==> config.mk <==
export PLATFORM = sky130hd
export DESIGN_NAME = fft_frame_fifo_flat
export DESIGN_NICKNAME = d
export VERILOG_FILES = /design/src/rtl/fft_frame_fifo_if.sv /design/src/rtl/fft_frame_fifo.sv /design/src/flat_wrapper.sv
export SDC_FILE = /design/constraint.sdc
export NUM_CORES = 1
export LEC_CHECK = 0
export CORE_UTILIZATION = 60
export CTS_CLUSTER_SIZE = 14
export DETAILED_ROUTE_END_ITERATION = 10
export GPL_ROUTABILITY_DRIVEN = 0
export PLACE_DENSITY_LB_ADDON = 0.25
export SYNTH_ARGS = -nofsm -noshare
export SYNTH_HDL_FRONTEND = slang
export SYNTH_SLANG_ARGS = --single-unit
==> constraint.sdc <==
create_clock -name clk -period 5.7 [get_ports clk]
set_clock_uncertainty 0.1 [all_clocks]
set_input_delay 1.14 -clock clk [delete_from_list [all_inputs] [get_ports clk]]
set_output_delay 1.14 -clock clk [all_outputs]
set_load 0.02 [all_outputs]
==> src/rtl/fft_frame_fifo_if.sv <==
// fft_frame_fifo_if
//   Bundles the sample handshakes on both sides of the FFT output FIFO.
//   Upstream side : in_valid / in_ready / in_re / in_img
//   Downstream    : out_valid / out_ready / out_re / out_img / out_index /
//                   out_last / frame_done, plus the count occupancy status.
//   modport slave  : the FIFO itself (consumes in_*, produces out_*)
//   modport master : the environment around the FIFO (producer + consumer)
// Parameters
//   AW  FIFO address width (count is AW+1 bits)
//   IW  width of out_index
interface fft_frame_fifo_if #(
  parameter int AW = 4,
  parameter int IW = 7
);
  logic          in_valid;
  logic          in_ready;
  logic [31:0]   in_re;
  logic [31:0]   in_img;
  logic          out_valid;
  logic          out_ready;
  logic [31:0]   out_re;
  logic [31:0]   out_img;
  logic [IW-1:0] out_index;
  logic          out_last;
  logic          frame_done;
  logic [AW:0]   count;

  modport slave (
    input  in_valid, in_re, in_img, out_ready,
    output in_ready, out_valid, out_re, out_img, out_index, out_last,
           frame_done, count
  );

  modport master (
    output in_valid, in_re, in_img, out_ready,
    input  in_ready, out_valid, out_re, out_img, out_index, out_last,
           frame_done, count
  );
endinterface

==> src/rtl/fft_frame_fifo.sv <==
// fft_frame_fifo
//   Output buffer behind the radix-5 FFT 1/N scaling stage. Stores complex
//   single-precision samples (re/img) and presents them first-word-fall-through
//   with a per-frame sample index, a last-of-frame flag and a frame-done pulse.
// Ports
//   clk  rising-edge clock
//   rst  synchronous active-high reset (control state only; memory is kept)
//   bus  fft_frame_fifo_if.slave:
//          in_valid/in_ready/in_re/in_img      upstream write handshake
//          out_valid/out_ready/out_re/out_img  downstream FWFT read handshake
//          out_index   head sample position within its frame
//          out_last    head is the last sample of a frame
//          frame_done  one-cycle pulse after the last sample is taken
//          count       occupancy 0..DEPTH
// Configuration
//   DENORM_FLUSH_EN  when defined, a component with a zero exponent field is
//                    stored as a signed zero; otherwise data is stored bit-exact.
module fft_frame_fifo #(
  parameter int DEPTH     = 16,
  parameter int AW        = 4,
  parameter int FRAME_LEN = 125,
  parameter int IW        = 7
) (
  input logic              clk,
  input logic              rst,
  fft_frame_fifo_if.slave  bus
);

  localparam int              DATA_W   = 32;
  localparam logic [AW:0]     FULL_CNT = (AW+1)'(DEPTH);
  localparam logic [AW:0]     CNT_ONE  = (AW+1)'(1);
  localparam logic [AW-1:0]   PTR_ONE  = AW'(1);
  localparam logic [IW-1:0]   LAST_IDX = IW'(FRAME_LEN - 1);
  localparam logic [IW-1:0]   IDX_ONE  = IW'(1);

  // Zero/denormal components become a signed zero so the consumer never
  // sees subnormals produced by the 1/N scaling.
  function automatic logic [DATA_W-1:0] flush_denorm(input logic [DATA_W-1:0] x);
`ifdef DENORM_FLUSH_EN
    if (x[30:23] == 8'd0) begin
      flush_denorm = {x[31], 31'd0};
    end else begin
      flush_denorm = x;
    end
`else
    flush_denorm = x;
`endif
  endfunction

  logic [2*DATA_W-1:0] mem [DEPTH];
  logic [AW-1:0]       wptr;
  logic [AW-1:0]       rptr;
  logic [AW:0]         count_q;
  logic [IW-1:0]       index_q;
  logic                frame_done_q;

  logic full;
  logic empty;
  logic wr;
  logic rd;
  logic idx_at_last;
  logic [2*DATA_W-1:0] head;

  assign full        = (count_q == FULL_CNT);
  assign empty       = (count_q == '0);
  assign wr          = bus.in_valid && !full;
  assign rd          = bus.out_ready && !empty;
  assign idx_at_last = (index_q == LAST_IDX);

  // Write stage: flushed sample lands in memory at the write pointer.
  always_ff @(posedge clk) begin
    if (wr && !rst) begin
      mem[wptr] <= {flush_denorm(bus.in_re), flush_denorm(bus.in_img)};
    end
  end

  always_ff @(posedge clk) begin
    if (rst) begin
      wptr         <= '0;
      rptr         <= '0;
      count_q      <= '0;
      index_q      <= '0;
      frame_done_q <= 1'b0;
    end else begin
      if (wr) begin
        wptr <= wptr + PTR_ONE;
      end
      if (rd) begin
        rptr    <= rptr + PTR_ONE;
        index_q <= idx_at_last ? '0 : index_q + IDX_ONE;
      end
      case ({wr, rd})
        2'b10:   count_q <= count_q + CNT_ONE;
        2'b01:   count_q <= count_q - CNT_ONE;
        default: count_q <= count_q;
      endcase
      frame_done_q <= rd && idx_at_last;
    end
  end

  // Read stage: head word is presented combinationally from the read pointer.
  assign head           = mem[rptr];
  assign bus.out_re     = head[2*DATA_W-1:DATA_W];
  assign bus.out_img    = head[DATA_W-1:0];
  assign bus.out_valid  = !empty;
  assign bus.in_ready   = !full;
  assign bus.out_index  = index_q;
  assign bus.out_last   = !empty && idx_at_last;
  assign bus.frame_done = frame_done_q;
  assign bus.count      = count_q;

endmodule

==> src/flat_wrapper.sv <==
// flat-port wrapper written by rule: the top's interface ports become plain ports
module fft_frame_fifo_flat 
#(
  parameter int DEPTH     = 16,
  parameter int AW        = 4,
  parameter int FRAME_LEN = 125,
  parameter int IW        = 7
)
  (clk, rst, bus_in_valid, bus_in_re, bus_in_img, bus_out_ready, bus_in_ready, bus_out_valid, bus_out_re, bus_out_img, bus_out_index, bus_out_last, bus_frame_done, bus_count);
  fft_frame_fifo_if #(.AW(AW), .IW(IW)) bus_i ();
  input logic clk;
  input logic rst;
  input wire logic [$bits(bus_i.in_valid)-1:0] bus_in_valid;
  input wire logic [$bits(bus_i.in_re)-1:0] bus_in_re;
  input wire logic [$bits(bus_i.in_img)-1:0] bus_in_img;
  input wire logic [$bits(bus_i.out_ready)-1:0] bus_out_ready;
  output wire logic [$bits(bus_i.in_ready)-1:0] bus_in_ready;
  output wire logic [$bits(bus_i.out_valid)-1:0] bus_out_valid;
  output wire logic [$bits(bus_i.out_re)-1:0] bus_out_re;
  output wire logic [$bits(bus_i.out_img)-1:0] bus_out_img;
  output wire logic [$bits(bus_i.out_index)-1:0] bus_out_index;
  output wire logic [$bits(bus_i.out_last)-1:0] bus_out_last;
  output wire logic [$bits(bus_i.frame_done)-1:0] bus_frame_done;
  output wire logic [$bits(bus_i.count)-1:0] bus_count;
  assign bus_i.in_valid = bus_in_valid;
  assign bus_i.in_re = bus_in_re;
  assign bus_i.in_img = bus_in_img;
  assign bus_i.out_ready = bus_out_ready;
  assign bus_in_ready = bus_i.in_ready;
  assign bus_out_valid = bus_i.out_valid;
  assign bus_out_re = bus_i.out_re;
  assign bus_out_img = bus_i.out_img;
  assign bus_out_index = bus_i.out_index;
  assign bus_out_last = bus_i.out_last;
  assign bus_frame_done = bus_i.frame_done;
  assign bus_count = bus_i.count;
  fft_frame_fifo #(.DEPTH(DEPTH), .AW(AW), .FRAME_LEN(FRAME_LEN), .IW(IW)) u_core (.clk(clk), .rst(rst), .bus(bus_i));
endmodule
**After elaboration in Yosys (flattened, before gate mapping)**

Memories as Yosys holds them, arrays and structs flattened. A register that Yosys moved wholly into a read port is not among the register bits.
Cells that the tools add are included.

- Register bits: 21
- Bits in writable memories: 1,024
- Input port bits: 68
- Output and inout port bits: 80
- Memories: 1

- Add/sub/neg operators: 5
- Equality and inequality tests: 4
- Multiplexer cells: 6
- Reductions and logical operators: 10

Memories:

| memory | depth | width | rd ports | clocked after memory_dff | wr ports | line | source |
|---|---|---|---|---|---|---|---|
| u_core.mem | 16 | 64 | 1 | 1 | 1 | fft_frame_fifo.sv:50 | `logic [2*DATA_W-1:0] mem [DEPTH];` |

Operator list:

| cell | count |
|---|---|
| $pmux W5 S2 | 1 |
| $add A4 B1 Y4 const B | 2 |
| $mux W4 | 2 |
| $add A7 B1 Y7 const B | 1 |
| $eq A7 B7 Y1 const B | 1 |
| $mux W7 | 1 |
| $add A5 B1 Y5 const B | 1 |
| $eq A5 B5 Y1 const B | 1 |
| $logic_and A1 B1 Y1 | 5 |
| $logic_not A5 Y1 | 1 |
| $sub A5 B1 Y5 const B | 1 |
| $logic_not A1 Y1 | 3 |
| $eq A2 B1 Y1 const B | 1 |
| $eq A2 B2 Y1 const B | 1 |
| $mux W1 | 2 |
| $reduce_bool A2 Y1 | 1 |

**Depth between registers and ports, before layout**

Gate-level depths: netlist of run 1.

- Depth in word-level cells: 6
- Gate-level depth with buffers: 13

**Worst setup path before layout of run 1**

No wires, ideal clock.

- Kind: input port to flip-flop
- Start: in bus_in_valid
- End: mem u_core.mem[15][0] (netlist name) (enable)
- Library setup time: 0.486 ns
- Arrival time: 4.517 ns
- Data required time: 5.114 ns
- Path slack: 0.596 ns
- Stages: 3
- Cells stage by stage: a21boi_1 > nand2_1 > nor2_1

- Cells in the longest elaborated chain, start to end: 4

RTL lines:

| item | line | source |
|---|---|---|
| start, declared | flat_wrapper.sv:13 | `input wire logic [$bits(bus_i.in_valid)-1:0] bus_in_valid;` |
| $logic_and A1 B1 Y1 | fft_frame_fifo.sv:66 | `assign wr = bus.in_valid && !full;` |
| $logic_and A1 B1 Y1 | fft_frame_fifo.sv:72 | `if (wr && !rst) begin` |
| $mux W1 | fft_frame_fifo.sv:72 |  |
| $mux W1 (not written as such) | fft_frame_fifo.sv:73 | `mem[wptr] <= {flush_denorm(bus.in_re), flush_denorm(bus.in_img)};` |
| end, declared | fft_frame_fifo.sv:50 |  |

Every way passes these cells.

==> key figures, run 1 <==
Global routing
  • GRT Total Usage: 25.3%
  • Initial antenna violation count: 7
  • First-pass GRT wire length: 122 mm
  • Largest net degree at the start of global routing: 73
  • Gr ovfl total: 0
  • Vias in the first global route: 18.9k

Setup path
  • Critical path capture point type: output port
  • Crit path max-delay family: multiplexers
  • FF-to-FF setup slack: 2.40 ns
  • Critical path arrival: 3.47 ns
  • Worst-path fanout max: 62
  • CP Class: flop to output port
  • CP Buf/Inv Count: 2
  • CP Depth: 4
  • R2R depth: 10
  • FF-to-FF End: u_core.bus.count[2]
  • End point of the critical path: bus_out_re[15]
  • Crit start category: flop
  • Critical R2R Launch: u_core.bus.count[1]
  • Worst path slowest cell: mux4_1
  • CP Cell Sequence: buf_12 -> mux4_1 -> mux4_2 -> clkdlybuf4s50_1
  • Worst path max stage delay: 0.65 ns
  • Critical Path RT: 4.46 ns

Clocking
  • Clock transition at the registers of the reported paths: 0.07 ns
  • Clock sink count: 1049
  • # Post-CTS Setup Buffers: 0
  • Worst-skew pair later-pin latency: 0.63 ns
  • Maximum clock insertion buffer count: 3
  • # hold bufs at CTS: 0
  • CTS tree: done
  • Clk root buf: clkbuf_16
  • Resize count post-CTS: 0
  • Htree depth: 3
  • CTS Buf Count: 99

Routing
  • DRT iter0 DRCs: 1868
  • Post-DR vias/cell: 6.52
  • Total Wirelength: 82.9 mm
  • Drt wl/cell: 30.2 µm
  • DRT Pass-1 Iters: 5
  • Routed Antenna Nets: 0
  • DRC viols: 0
  • Via count: 17.9k

Logic synthesis
  • Synth top area share: 77.2%
  • Synth Flop Type: edfxtp_1
  • Library cells used by synthesis: 44
  • Async set or reset register ratio after synthesis: 0%
  • Area contributors post-synth: edfxtp_1, mux4_2, dfxtp_1
  • Mapped Area: 0.0398 mm²
  • Post-synth top area cell: edfxtp_1
  • Sequential share of the synthesized area: 78.4%
  • Yosys warns: 0
  • EDFF count, synth: 1024
  • Syn_area_per_cell: 25.2 µm²
  • Post-Synthesis Cells: 1578
  • Syn_nets: 1655
  • FF+latch count, synth: 1049

Finish
  • Commonest non-fill, non-tap cells in the layout: edfxtp_1, mux4_2, clkdlybuf4s50_1, clkbuf_16, buf_4
  • Syn-to-layout area delta: 14.4%
  • Register area: 0.0313 mm²
  • Non-Filler Instances: 2744
  • Final core area utilization: 69.3%
  • Multi-input logic area: 0.00815 mm²
  • Most common cell after layout, fill and taps aside: edfxtp_1
  • Fin nets: 1879
  • Share of layout cells above drive strength 1: 27.6%
  • Fillers: 3755

Timing
  • Final WS setup: 0.995 ns
  • Final setup fails: 0
  • Max-Slew Margin vs Limit: 38.1%
  • Actual slew at the worst max-slew pin: 0.929 ns
  • Final Cycle Share: 82.5%
  • Min Tclk post-route: 4.71 ns
  • Fmax: 213 MHz
  • Setup TNS: 0 ns
  • RSZ-0062 raised after global routing: false
  • Max-slew violations: 0
  • Final count of hold timing violations: 0

Power
  • VDD IR max: 0.000356 V
  • Pwr Density: 391 mW/mm²
  • LEAKAGE: 13.8 nW

Die
  • Die area: 0.0674 mm²
  • Die X: 260 µm
  • I/O pin count: 148
  • Initial Utilization: 60.6%
  • Std-Cell Rows: 94
  • Vert. Die Dim: 260 µm
  • Placeable Area: 0.0657 mm²

Placed design
  • Pre-CTS WS: 1.50 ns
  • IO Port Bufs: 147
  • Post-DP HPWL: 42.5 mm
  • DP Cell Count: 2565

Worst hold path
  • Hold Path Class: flop to flop

Outcome
  • Status: finished, final reports clean

Run
  • Max cap viols: 0
-- per-stage QoR --
| step | cell area [µm²] | power (W) | hold WS, ns |
|---|---|---|---|
| after global placement | 42500 | 0.0118 | 0.378 |
| final | 45600 | 0.0178 | 0.422 |
| after global routing | 45600 | 0.0183 | 0.454 |
| after floorplan | 39800 | 0.0109 | 0.367 |
| after CTS | 45500 | 0.0179 | 0.416 |
| after detailed placement | 42500 | 0.0118 | 0.410 |
-- layer usage --
layer  vias to the layer above  track usage (%)  share of wire [%]
met3                       125             4.34                7.4
met5                         -                0              0.075
met1                      9663             35.6                 40
met4                        10             7.11                2.1
li1                       7311                -                  -
met2                       784             41.7                 51
-- worst min-delay path: cells and delay by family, from the launching register on --
kind | cells | cell delay [ns]
flip-flops | 1 | 0.33
AO/OA/AOI/OAI | 2 | 0.14
-- how the worst min path moves through the flow --
stage               depth (start not counted)                       to  slack [ns]               startpoint
global route                                2  u_core.bus.out_index[6]        0.45  u_core.bus.out_index[6]
finish                                      2  u_core.bus.out_index[6]        0.42  u_core.bus.out_index[6]
floorplan                                   2                     flop        0.37           u_core.rptr[1]
global placement                            2                     flop        0.38           u_core.rptr[1]
detailed placement                          2                     flop        0.41           u_core.rptr[1]
CTS                                         2                     flop        0.42           u_core.rptr[1]
-- layout make-up --
| class | count | share of cell area [%] |
|---|---|---|
| antenna | 2 | 0.0110 |
| sequential | 1049 | 68.6 |
| timing repair buffer | 201 | 4.39 |
| clock inverter | 49 | 0.857 |
| inverter | 7 | 0.0577 |
| multi-input combinational | 444 | 17.9 |
| tap | 864 | 2.37 |
| clock buffer | 128 | 5.77 |
-- state kept, by name, indices dropped and copies added, names as in the netlist, named ones only --
name	flops
u_core.wptr	4
u_core.rptr	4
u_core.bus.count	5
u_core.bus.out_index	7
u_core.bus.frame_done	1
u_core.mem	1024
-- power by group --
group / total (W) / internal (W) / switching, W
Clock: 0.00618 / 0.00351 / 0.00266
Sequential: 0.00876 / 0.00863 / 0.000130
Combinational: 0.00285 / 0.00147 / 0.00138
Total: 0.0178 / 0.0136 / 0.00418
-- synth_stat cells, drive strengths merged (2+ instances only) --
library cell,n
nor4,2
or3b,2
buf,50
dfxtp,25
nor4b,3
nand4,6
nor2,39
mux4,320
nor3b,2
ha,9
xnor2,3
nor3,4
edfxtp,1024
o21ai,3
inv,7
clkbuf,28
a21oi,8
nand2,15
xor2,11
-- cells by family after synthesis --
group                    Yosys count  synth area share (%)
XOR/XNOR                          14                 0.308
AO/OA/AOI/OAI                     17                 0.280
buffers and inverters             85                  1.38
AND/OR/NAND/NOR                   82                  1.02
multiplexers                     322                  18.3
adder cells (fa/ha/maj)            9                 0.283
flip-flops                      1049                  78.4
No activity file was read; power rests on OpenSTA's default activity.
==> run 2: changes to the inputs <==
CORE_UTILIZATION = 55   (was 60)
clock period = 3.77 ns   (was 5.7 ns; I/O delays follow)
==> run 2 against run 1 <==
Sequential cell count unchanged. Core utilization down 3.8 points. Power is 57% higher. Sequential share of layout area is 2.0 points lower. Count of clock-buffer cells in the layout fell by 2. Via count increased by 0.36%. Non-clock buffer count up 44. Combinational power rose by 66%. Sequential power grew 51%. Worst setup slack worse by 0.99 ns. Cell count grew 5.1%.
==> key figures, run 2 (synthesized netlist as in run 1, its figures left out) <==
Outcome
  • Status: finished, final reports clean

Power
  • Flop pwr share: 47.3%
  • Clk network pwr share: 35.8%
  • LEAKAGE: 14.5 nW
  • Pint: 0.0213 W
  • Pwr Density: 594 mW/mm²
  • Comb pwr share: 16.9%
  • Switching share of power: 23.6%
  • Total Power: 0.0279 W
  • VDD IR max: 0.000566 V
  • P_sw: 0.00658 W

Timing
  • Final count of hold timing violations: 0
  • Final Cycle Share: 99.8%
  • Min Tclk post-route: 3.76 ns
  • RSZ-0062 raised after global routing: true
  • Actual slew at the worst max-slew pin: 0.605 ns
  • Max-Slew Margin vs Limit: 59.7%
  • Max-slew violations: 0
  • Final setup fails: 0
  • Fmax: 266 MHz

Global routing
  • Initial antenna violation count: 5
  • Gr ovfl total: 0
  • First-pass GRT wire length: 124 mm
  • GRT Total Usage: 23.4%
  • Vias in the first global route: 18.6k
  • Largest net degree at the start of global routing: 67

Die
  • Vert. Die Dim: 271 µm
  • Initial Utilization: 55.6%
  • Die X: 271 µm
  • I/O pin count: 148
  • Die area: 0.0735 mm²
  • Placeable Area: 0.0716 mm²
  • Std-Cell Rows: 98

Routing
  • Routed Antenna Nets: 0
  • DRT iter0 DRCs: 1652
  • Drt wl/cell: 29.6 µm
  • DRC viols: 0
  • Total Wirelength: 85.3 mm
  • Post-DR vias/cell: 6.22
  • Via count: 18.0k
  • DRT Pass-1 Iters: 5

Finish
  • Design Area, Final: 0.0469 mm²
  • Largest Register: u_core.mem
  • Syn-to-layout area delta: 17.8%
  • Max reg flops: 1024
  • Most common cell after layout, fill and taps aside: edfxtp_1
  • Share of layout cells above drive strength 1: 30.9%
  • Fillers: 4496
  • Commonest non-fill, non-tap cells in the layout: edfxtp_1, mux4_2, clkbuf_16, clkdlybuf4s50_1, dlygate4sd2_1
  • Fin nets: 1927

Setup path
  • CP Class: flop to output port
  • Crit start category: flop
  • Worst-path fanout max: 12
  • Critical path arrival: 2.91 ns
  • Critical Path RT: 2.92 ns
  • Critical path capture point type: output port

Clocking
  • Worst-skew pair later-pin latency: 0.64 ns
  • Htree depth: 3
  • Clock transition at the registers of the reported paths: 0.06 ns
  • CTS tree: done
  • CTS Buf Count: 103
  • Clk root buf: clkbuf_16
  • Clock sink count: 1049
  • # hold bufs at CTS: 0
  • Maximum clock insertion buffer count: 3

Placed design
  • DP Area: 0.0432 mm²
  • IO Port Bufs: 147
  • Post-DP HPWL: 41.6 mm

Worst hold path
  • Hold Path Class: flop to flop

Run
  • Max cap viols: 0
[run 2: changes by cell type in the layout (fill, tap and decap cells not counted), sizes merged, moves of 2 or more]
cell / before / now
clkdlybuf4s50: 147 / 83
dlygate4sd2: 0 / 47
buf: 54 / 93
clkbuf: 128 / 139
clkinv: 37 / 45
clkdlybuf4s15: 0 / 5
bufinv: 6 / 10
bufbuf: 0 / 2
dlymetal6s2s: 0 / 2
[run 2: path summary, 6_finish.rpt]
check                                          from                   to  slack, ns  depth (start not counted)
worst max-delay path                           flop       bus_out_re[27]      0.008                          5
worst min-delay path                 u_core.rptr[1]                 flop       0.40                          2
worst max register to register  u_core.bus.count[0]  u_core.bus.count[2]       0.72                         10
worst min register to register       u_core.rptr[1]                 flop       0.40                          2
[run 2: layer usage]
| metal | up-vias | GRT usage, % | share of wire, % |
|---|---|---|---|
| met4 | 6 | 5.97 | 1.6 |
| met2 | 745 | 37.7 | 50 |
| met3 | 104 | 3.75 | 7.1 |
| met1 | 9682 | 34.2 | 41 |
| li1 | 7420 | - | - |
| met5 | - | 0 | 0.040 |
[run 2: power groups by stage]
| stage | Clock [W] | Combinational, W | Sequential, W |
|---|---|---|---|
| floorplan | 0 | 0.00307 | 0.0134 |
| global placement | 0 | 0.00450 | 0.0134 |
| detailed placement | 0 | 0.00456 | 0.0134 |
| CTS | 0.0101 | 0.00457 | 0.0132 |
| global route | 0.0105 | 0.00502 | 0.0132 |
| finish | 0.00996 | 0.00472 | 0.0132 |
[run 2: per-stage QoR]
stage / util (%) / instances / setup WS (ns) / TNS [ns] / hold WS, ns
after floorplan: - / 1578 / -0.948 / -766.66 / 0.367
after global placement: 60.3 / 2663 / 0.358 / 0 / 0.379
after detailed placement: 60.3 / 2663 / 0.252 / 0 / 0.390
after CTS: 65.1 / 2862 / -0.217 / -1.30 / 0.399
after global routing: 65.5 / 2884 / -0.0638 / -0.597 / 0.426
final: 65.5 / 2885 / 0.00834 / 0 / 0.404
[run 2: layout make-up]
type	count	area (µm²)	area share, %
clock buffer	126	2690	5.74
inverter	7	26.3	0.0560
timing repair buffer	245	2980	6.35
clock inverter	63	618	1.32
multi-input combinational	444	8150	17.4
sequential	1049	31300	66.6
tap	950	1190	2.53
antenna	1	2.50	0.00533
[run 2: critical path, stage by stage (launching register included)]
cell and delay, ns:
dfxtp_4 0.39, buf_12 0.19, bufbuf_16 0.33, mux4_1 0.55, mux4_2 0.58, buf_2 0.20
[run 2: what timing repair did]
action | 4_1_cts | 5_1_grt
gates resized for setup | 78 | 28
buffers inserted | 7 | 16
endpoints found under the setup margin | 64 | 49
cloned | 3 | 6
endpoints found under the hold margin | 0 | 0
